[src/rtl/vector_sweep_pkg.sv]
// Shared types and default MISR constants for the vector-sweep BIST engine.
package vector_sweep_pkg;

    typedef enum logic [1:0] {
        IDLE,
        APPLY,
        DONE
    } state_t;

    localparam logic [15:0] MISR_POLY_DEF = 16'hB400;
    localparam logic [15:0] MISR_SEED_DEF = 16'hFFFF;

endpackage

[src/rtl/vector_sweep_bist_misr_reg.sv]
// Galois multiple-input signature register with seed load and capture enable.
module misr_reg
    import vector_sweep_pkg::*;
#(
    parameter int unsigned     W    = 16,
    parameter logic [W-1:0]    POLY = W'(MISR_POLY_DEF),
    parameter logic [W-1:0]    SEED = W'(MISR_SEED_DEF)
) (
    input  logic         clk,
    input  logic         rst_n,
    input  logic         load_seed,
    input  logic         en,
    input  logic [W-1:0] din,
    output logic [W-1:0] sig
);

    logic [W-1:0] sig_step;

    always_comb begin
        sig_step = {sig[W-2:0], 1'b0} ^ (sig[W-1] ? POLY : '0) ^ din;
    end

    // Seed load wins over capture so a restart always begins from a known value.
    always_ff @(posedge clk or negedge rst_n) begin
        if (!rst_n) begin
            sig <= SEED;
        end else if (load_seed) begin
            sig <= SEED;
        end else if (en) begin
            sig <= sig_step;
        end
    end

endmodule

[src/rtl/vector_sweep_bist.sv]
// Exhaustive-vector BIST: sweeps all input vectors, compacts DUT outputs into a MISR.
module vector_sweep_bist
    import vector_sweep_pkg::*;
#(
    parameter int unsigned          IN_W      = 4,
    parameter int unsigned          OUT_W     = 2,
    parameter int unsigned          DWELL     = 20,
    parameter int unsigned          MISR_W    = 16,
    parameter logic [MISR_W-1:0]    MISR_POLY = MISR_W'(MISR_POLY_DEF),
    parameter logic [MISR_W-1:0]    MISR_SEED = '1
) (
    input  logic              clk,
    input  logic              rst_n,
    input  logic              start,
    input  logic              abort,
    input  logic [MISR_W-1:0] exp_sig,
    output logic [IN_W-1:0]   vec_out,
    output logic              vec_valid,
    input  logic [OUT_W-1:0]  dut_out,
    output logic              busy,
    output logic              done,
    output logic              pass,
    output logic [MISR_W-1:0] signature
);

    localparam int unsigned    DW_W    = $clog2(DWELL);
    localparam logic [DW_W-1:0] DW_LAST = DW_W'(DWELL - 1);
    localparam logic [DW_W-1:0] DW_ONE  = DW_W'(1);
    localparam logic [IN_W:0]   VEC_ONE = (IN_W + 1)'(1);

    state_t            state;
    state_t            state_nxt;
    logic [IN_W:0]     vec_cnt;
    logic [IN_W:0]     vec_inc;
    logic [DW_W-1:0]   dwell;
    logic [MISR_W-1:0] din_ext;
    logic [MISR_W-1:0] sig_nxt;
    logic              last_dwell;
    logic              last_vec;
    logic              go;
    logic              capture;
    logic              finish;
    logic              clear;

    always_comb begin
        vec_inc    = vec_cnt + VEC_ONE;
        last_dwell = (dwell == DW_LAST);
        last_vec   = vec_inc[IN_W];
        din_ext    = MISR_W'(dut_out);
        // Same step as misr_reg; needed here so pass is judged on the value being captured.
        sig_nxt    = {signature[MISR_W-2:0], 1'b0} ^
                     (signature[MISR_W-1] ? MISR_POLY : '0) ^ din_ext;
    end

    always_comb begin
        state_nxt = state;
        go        = 1'b0;
        capture   = 1'b0;
        finish    = 1'b0;
        clear     = 1'b0;
        case (state)
            IDLE: begin
                if (start && !abort) begin
                    go        = 1'b1;
                    state_nxt = APPLY;
                end
            end
            APPLY: begin
                if (abort) begin
                    clear     = 1'b1;
                    state_nxt = IDLE;
                end else if (last_dwell) begin
                    capture = 1'b1;
                    if (last_vec) begin
                        finish    = 1'b1;
                        state_nxt = DONE;
                    end
                end
            end
            DONE: begin
                if (abort) begin
                    clear     = 1'b1;
                    state_nxt = IDLE;
                end else if (start) begin
                    go        = 1'b1;
                    state_nxt = APPLY;
                end
            end
            default: state_nxt = IDLE;
        endcase
    end

    always_ff @(posedge clk or negedge rst_n) begin
        if (!rst_n) begin
            state <= IDLE;
        end else begin
            state <= state_nxt;
        end
    end

    always_ff @(posedge clk or negedge rst_n) begin
        if (!rst_n) begin
            vec_cnt <= '0;
            dwell   <= '0;
            done    <= 1'b0;
            pass    <= 1'b0;
        end else if (clear || go) begin
            vec_cnt <= '0;
            dwell   <= '0;
            done    <= 1'b0;
            pass    <= 1'b0;
        end else if (state == APPLY) begin
            if (last_dwell) begin
                dwell <= '0;
                // On the final vector the counter is left at all-ones for the DONE phase.
                if (finish) begin
                    done <= 1'b1;
                    pass <= (sig_nxt == exp_sig);
                end else begin
                    vec_cnt <= vec_inc;
                end
            end else begin
                dwell <= dwell + DW_ONE;
            end
        end
    end

    misr_reg #(
        .W    (MISR_W),
        .POLY (MISR_POLY),
        .SEED (MISR_SEED)
    ) u_misr (
        .clk       (clk),
        .rst_n     (rst_n),
        .load_seed (go),
        .en        (capture),
        .din       (din_ext),
        .sig       (signature)
    );

    assign vec_out   = vec_cnt[IN_W-1:0];
    assign vec_valid = (state == APPLY);
    assign busy      = (state == APPLY);

endmodule

[config.mk]
export PLATFORM = sky130hd
export DESIGN_NAME = vector_sweep_bist
export DESIGN_NICKNAME = d
export VERILOG_FILES = /design/src/rtl/vector_sweep_pkg.sv /design/src/rtl/vector_sweep_bist_misr_reg.sv /design/src/rtl/vector_sweep_bist.sv
export SDC_FILE = /design/constraint.sdc
export NUM_CORES = 1
export LEC_CHECK = 0
export ABC_AREA = 0
export CAP_MARGIN = 20
export CORE_ASPECT_RATIO = 1.4
export CORE_MARGIN = 3
export CORE_UTILIZATION = 35
export DETAILED_ROUTE_END_ITERATION = 10
export HOLD_SLACK_MARGIN = 0.03
export PLACE_DENSITY_LB_ADDON = 0.08
export REMOVE_ABC_BUFFERS = 1
export SYNTH_ARGS = -nofsm -noshare
export SYNTH_HDL_FRONTEND = slang
export SYNTH_SLANG_ARGS = --single-unit
[constraint.sdc]
create_clock -name clk -period 2 [get_ports clk]
set_input_delay 0.2 -clock clk [delete_from_list [all_inputs] [get_ports clk]]
set_output_delay 0.2 -clock clk [all_outputs]
set_load 0.05 [all_outputs]
## Yosys cells after proc, flatten, opt, wreduce, memory -nomap -nowiden

Index checks and enable logic that the tools add are counted.
W data, S select, Z words.

| storage, ports and cells | value |
|---|---|
| word-level logic and storage cells | 69 |
| bits in latches | 0 |
| memories kept | 0 |
| bits in writable memories | 0 |
| bits in read-only memories | 0 |
| bits in registers | 30 |
| input port bits | 22 |
| output and inout bits | 24 |

| cells by class | value |
|---|---|
| divide/modulo/power cells | 0 |
| shift operators | 0 |
| eq/ne operators | 9 |
| add/sub/neg operators | 2 |
| multiplexer cells | 38 |
| bitwise gates (word level) | 2 |
| multiply operators | 0 |
| magnitude comparators | 0 |
| reduce and logical (&&, ||, !) cells | 12 |

Operators by type and width:

| operator | number |
|---|---|
| $mux W16 | 3 |
| $mux W5 | 7 |
| $mux W1 | 20 |
| $eq A16 B16 Y1 | 1 |
| $xor A16 B16 Y16 | 1 |
| $xor A16 B2 Y16 | 1 |
| $mux W2 | 6 |
| $add A5 B1 Y5 const B | 2 |
| $reduce_bool A2 Y1 | 4 |
| $ne A3 B2 Y1 const B | 2 |
| $pmux W2 S3 | 1 |
| $reduce_and A3 Y1 | 2 |
| $eq A5 B5 Y1 const B | 1 |
| $reduce_and A4 Y1 | 1 |
| $ne A3 B3 Y1 const B | 1 |
| $eq A2 B1 Y1 const B | 1 |
| $eq A2 B2 Y1 const B | 1 |
| $logic_not A2 Y1 | 1 |
| $ne A2 B1 Y1 const B | 1 |
| $ne A2 B2 Y1 const B | 1 |
| $pmux W1 S2 | 1 |
| $reduce_or A2 Y1 | 1 |
| $logic_and A1 B1 Y1 | 1 |
| $logic_not A1 Y1 | 1 |
| $logic_or A1 B1 Y1 | 1 |

## Depth between registers and ports, before layout

| logic depth | value |
|---|---|
| depth in word-level cells | 9 |
| mapped depth | 8 |
| gate-level depth less buffers | 6 |

## Cells and area by module

Synthesis repeated with hierarchy kept, for this count alone.

| unflattened totals | value |
|---|---|
| cells, all modules | 186 |
| area total of the unflattened synthesis | 1,904.3 µm² |

Modules (own cells, without submodules):

| module | sequential area each (µm²) | cells an instance | times used | area an instance (µm²) |
|---|---|---|---|---|
| vector_sweep_bist | 350.3 | 113 | 1 | 1,086.0 |
| misr_reg | 420.4 | 73 | 1 | 818.3 |

## Worst setup path after synthesis

No wires, ideal clock.

| path | value |
|---|---|
| path kind | register to register |
| start point | register state[1] |
| end point | register pass |
| clock period less this slack | 2.015 ns |
| slack | -0.015 ns |
| data arrival time | 1.939 ns |
| stages on the path, launching flop included | 8 |
| path buffers | 1 |
| setup time | 0.076 ns |
| required time | 1.924 ns |
| cells stage by stage | dfrtp_1 -> inv_1 -> ha_1 -> clkbuf_1 -> nand4_1 -> a2111oi_0 -> nand3_1 -> o21ai_1 |

| on the way | value |
|---|---|
| cells in the longest elaborated chain, start to end | 6 |
| elaborated cells between the ends (all ways) | 13 |
| those cells by class | 2 x eq/ne; 4 x mux; 7 x reduce/logical |

Ends and longest elaborated chain:

| item | line | source |
|---|---|---|
| start, declared | vector_sweep_bist.sv:31 | `state_t state;` |
| start signal, assigned | vector_sweep_bist.sv:97 | `state <= state_nxt;` |
| $eq A2 B1 Y1 * | n/a |  |
| named net busy | vector_sweep_bist.sv:20 | `output logic busy,` |
| $reduce_or A2 Y1 (no line) | n/a |  |
| $mux W1 | n/a |  |
| $logic_or A1 B1 Y1 | vector_sweep_bist.sv:107 | `end else if (clear \|\| go) begin` |
| $reduce_bool A2 Y1 (no line) | n/a |  |
| $reduce_and A3 Y1 (no line) | n/a |  |
| end signal, assigned | vector_sweep_bist.sv:118 | `pass <= (sig_nxt == exp_sig);` |
| end, declared | vector_sweep_bist.sv:22 | `output logic pass,` |

The timed path passes the listed nets; every way through them passes the cells marked *.
A chain may end at the register's enable or synchronous reset.

## Worst setup path after layout

| path | value |
|---|---|
| start point | register u_misr.sig[11] |
| end point | output signature[11] |

RTL lines:

| item | line | source |
|---|---|---|
| start, declared | vector_sweep_bist_misr_reg.sv:14 | `output logic [W-1:0] sig` |
| start signal, assigned | vector_sweep_bist_misr_reg.sv:30 | `sig <= sig_step;` |
| end, declared | vector_sweep_bist.sv:23 | `output logic [MISR_W-1:0] signature` |

No word-level cell between the ends.

==> impl_metrics.toml <==
[synth]
postSynth.asyncResetShare_pct = 100.0
synthesis.area_sq_um = 1714
netlist.area_leader.share_pct = 24.53
synthesis.instances = 182
dominantRegCellSynth = "dfstp_2"
synth-seq-cells = 30
synth.largest_area_cell = "dfstp_2"
synthesis.yosys.warnings = 0
synthesis.area_per_instance_sq_um = 9.418
synth.top_cells.by_area = "dfstp_2, dfrtp_1, xnor2_1"
synth_cell_types = 35
cell_with_the_most_instances_after_synthesis = "nand2_1"
synth.yosys.seq_area_share_pct = 44.96
ys_top_cells_by_count = "nand2_1, xnor2_1, dfstp_2"
synth-edff-count = 0

[worst_setup_path]
critical_path.cell_chain = "clkdlybuf4s50_1"
start_kind = "flop"
crit_path_top_delay_cell = "clkdlybuf4s50_1"
critical_path_peak_fanout = 5
critical_path.reg2reg.startpoint = "vec_cnt[0]$_DFFE_PN0P_"
path_delay_family = "buffers and inverters"
crit_path_max_incr_delay_ns = 0.82
worstSetupPathType = "flop to output pin"
critical_path.n_buffers_inverters = 1
critPathRequiredTime_ns = 1.80
cp-end-kind = "output pin"
critical_path.startpoint = "u_misr.sig[11]$_DFFE_PN1P_"
timing.critical_path.arrival_ns = 1.68

[job]
maxCapViolCount = 0

[grt]
grt-busiest-layer = "met2"
grt_pass1_wl_mm = 6.982
use_met3_pct = 4.320
grt_start_max_net_pins = 31
grt_overflow = 0
gr-usage-all-layers_pct = 15.89
gr-usage-met1_pct = 18.20
via_count_of_the_first_global_routing_pass = 1489
initial_antenna_violation_count = 0
use_met2_pct = 28.03

[clock_tree]
clk_tree_root_cell = "clkbuf_8"
numClockSinks = 30
tritoncts_clock_tree = "yes"
cts_bufs_inserted = 5
cts.clk_slew.worst_paths_ns = 0.07
post_cts.repair.setup_buffers = 0
cts_hold_buf = 0
post_cts_resized = 0
htree_num_levels = 2
cts-root-to-sink-buffers = 2
clkLatencyLatePin_ns = 0.28

[power_and_ir_drop]
netSwitchingPower_mw = 0.6398
sw_frac_of_total_pct = 34.36
p_per_area_nw_per_um2 = 793.4
share_seq_of_total_power_pct = 37.6
power.static_leakage_nw = 1.025
irDropWorstVdd_v = 0.0003075
cell_internal_pwr_mw = 1.222
power.share.clock_pct = 27.4
portion_of_total_power_attributed_to_combinational_logic_pct = 35.0

[floorplanning]
core_area_sq_um = 4644
die-area_sq_um = 5785
die_w_microns = 65.15
io-pin-count = 46
die-height_microns = 88.81
row_count = 29
initial_utilization_pct = 36.91

[route]
dr.first_iter.drc_count = 59
route.final.wire_length_mm = 4.224
drt_drc_violations_left = 0
routed_wire_length_per_instance_microns = 14.42
antenna_violating_nets_post_route = 0
vias = 1433
drt_pass1_iterations = 4
vias_per_cell = 4.891

[finish]
number_of_nets_at_the_end_of_the_flow = 258
drive_gt1_share_pct = 18.18
antenna_cells = 0
finalNonFillerCells = 293
syn2layout_area_growth_pct = 36.93

[timing]
finalHoldViolations = 0
worst_clock_skew_ns = 0.006967
setup_viol = 0
tightest_hold_margin_ns = 0.3166
achievable-frequency_mhz = 531.3
rsz0062_at_grt = "no"
timing_max_transition_violations_final = 0
post-route-period-util_pct = 94.11
max_slew_margin_pct = 66.38
worst-slew-pin-transition_ns = 0.5027
min_period_ns = 1.882

[place]
gp_routability_congestion = 0.8124
inst_count_dp = 285
hpwlAfterDp_mm = 3.170
io_buffers = 45

[min_path]
min_path_type = "input port to asynchronous set/reset pin"

[outcome]
status = "finished clean"
## state kept, by name, summed over array words and instances (netlist names)
name        count
state           2
done            1
u_misr.sig     16
pass            1
vec_cnt         5
dwell           5
## cells by family (layout without fill, tap and decap cells)
| logic type | Yosys count | after routing | share of synthesized area (%) |
|---|---|---|---|
| xor gates and xnor gates | 24 | 24 | 12.26 |
| DFF | 30 | 30 | 44.96 |
| muxes | 5 | 5 | 3.066 |
| buffers and inverters | 17 | 66 | 5.036 |
| adders and majority gates | 6 | 6 | 4.379 |
| AOI/OAI and AO/OA | 26 | 26 | 10.22 |
| and+or+nand+nor | 74 | 74 | 20.07 |
## power by group through the flow
stage / Clock, mW / Sequential, mW / Combinational [mW]
6_report: 0.510 / 0.699 / 0.652
2_1_floorplan: 0 / 0.710 / 0.365
3_3_place_gp: 0 / 0.703 / 0.645
5_1_grt: 0.548 / 0.706 / 0.695
3_5_place_dp: 0 / 0.708 / 0.659
4_1_cts: 0.532 / 0.699 / 0.659
## worst reg2reg max path: cells and delay by family (launching register included)
kind,cells,cell delay (ns)
compound gates,1,0.22
flops,1,0.41
simple gates,2,0.19
mux,1,0.37
xor+xnor,1,0.32
fa+ha+maj,1,0.22
## final timing paths
kind,endpoint,slack [ns],cells after the start
setup / recovery,signature[11],0.12,1
hold / removal,dwell[2]$_DFFE_PN0P_,0.32,2
setup reg to reg,state[1]$_DFFE_PN0P_,0.16,6
hold reg to reg,u_misr.sig[9]$_DFFE_PN1P_,0.51,2
max in group asynchronous,u_misr.sig[11]$_DFFE_PN1P_,1.35,2
min in group clk,u_misr.sig[9]$_DFFE_PN1P_,0.51,2
## through the flow
stage               worst slack (ns)  cell area (sq um)  TNS, ns  utilization (%)  power [mW]
floorplan                    -0.6469               1647   -9.731                -       1.075
global placement              0.2171               2252        0            48.49       1.348
detailed placement            0.1531               2252        0            48.49       1.367
CTS                          0.09176               2347        0            50.54       1.890
global route                 0.04845               2347        0            50.54       1.950
finish                        0.1177               2347        0            50.54       1.862
## per-layer routing
layer	part of all wire, %	wire length [microns]
met2	52	2182
met5	0	0
met1	43	1798
met4	1.6	68
met3	4.1	175
## cells in the final DEF (no fill, tap or decap), drive strengths merged, types with 3 or more instances in the layout
master,Yosys,routed
nand4,4,4
inv,5,5
buf,8,11
ha,6,6
xnor2,18,18
o211ai,7,7
xor2,6,6
nand3,13,13
clkdlybuf4s50,0,42
nor2,15,15
o21ai,7,7
dfrtp,14,14
mux2i,3,3
dfstp,16,16
nand2,31,31
nor2b,4,4
a21oi,6,6
clkbuf,4,6
## final cells by class
cell class,instances,area (sq um)
Sequential cell,30,770.7
Clock inverter,2,12.51
Multi-Input combinational cell,135,857.1
Inverter,5,18.77
Timing Repair Buffer,53,528.0
Tap cell,62,77.57
Clock buffer,6,82.58
Fill cell,482,2297
(Power assumes the default switching activity.)
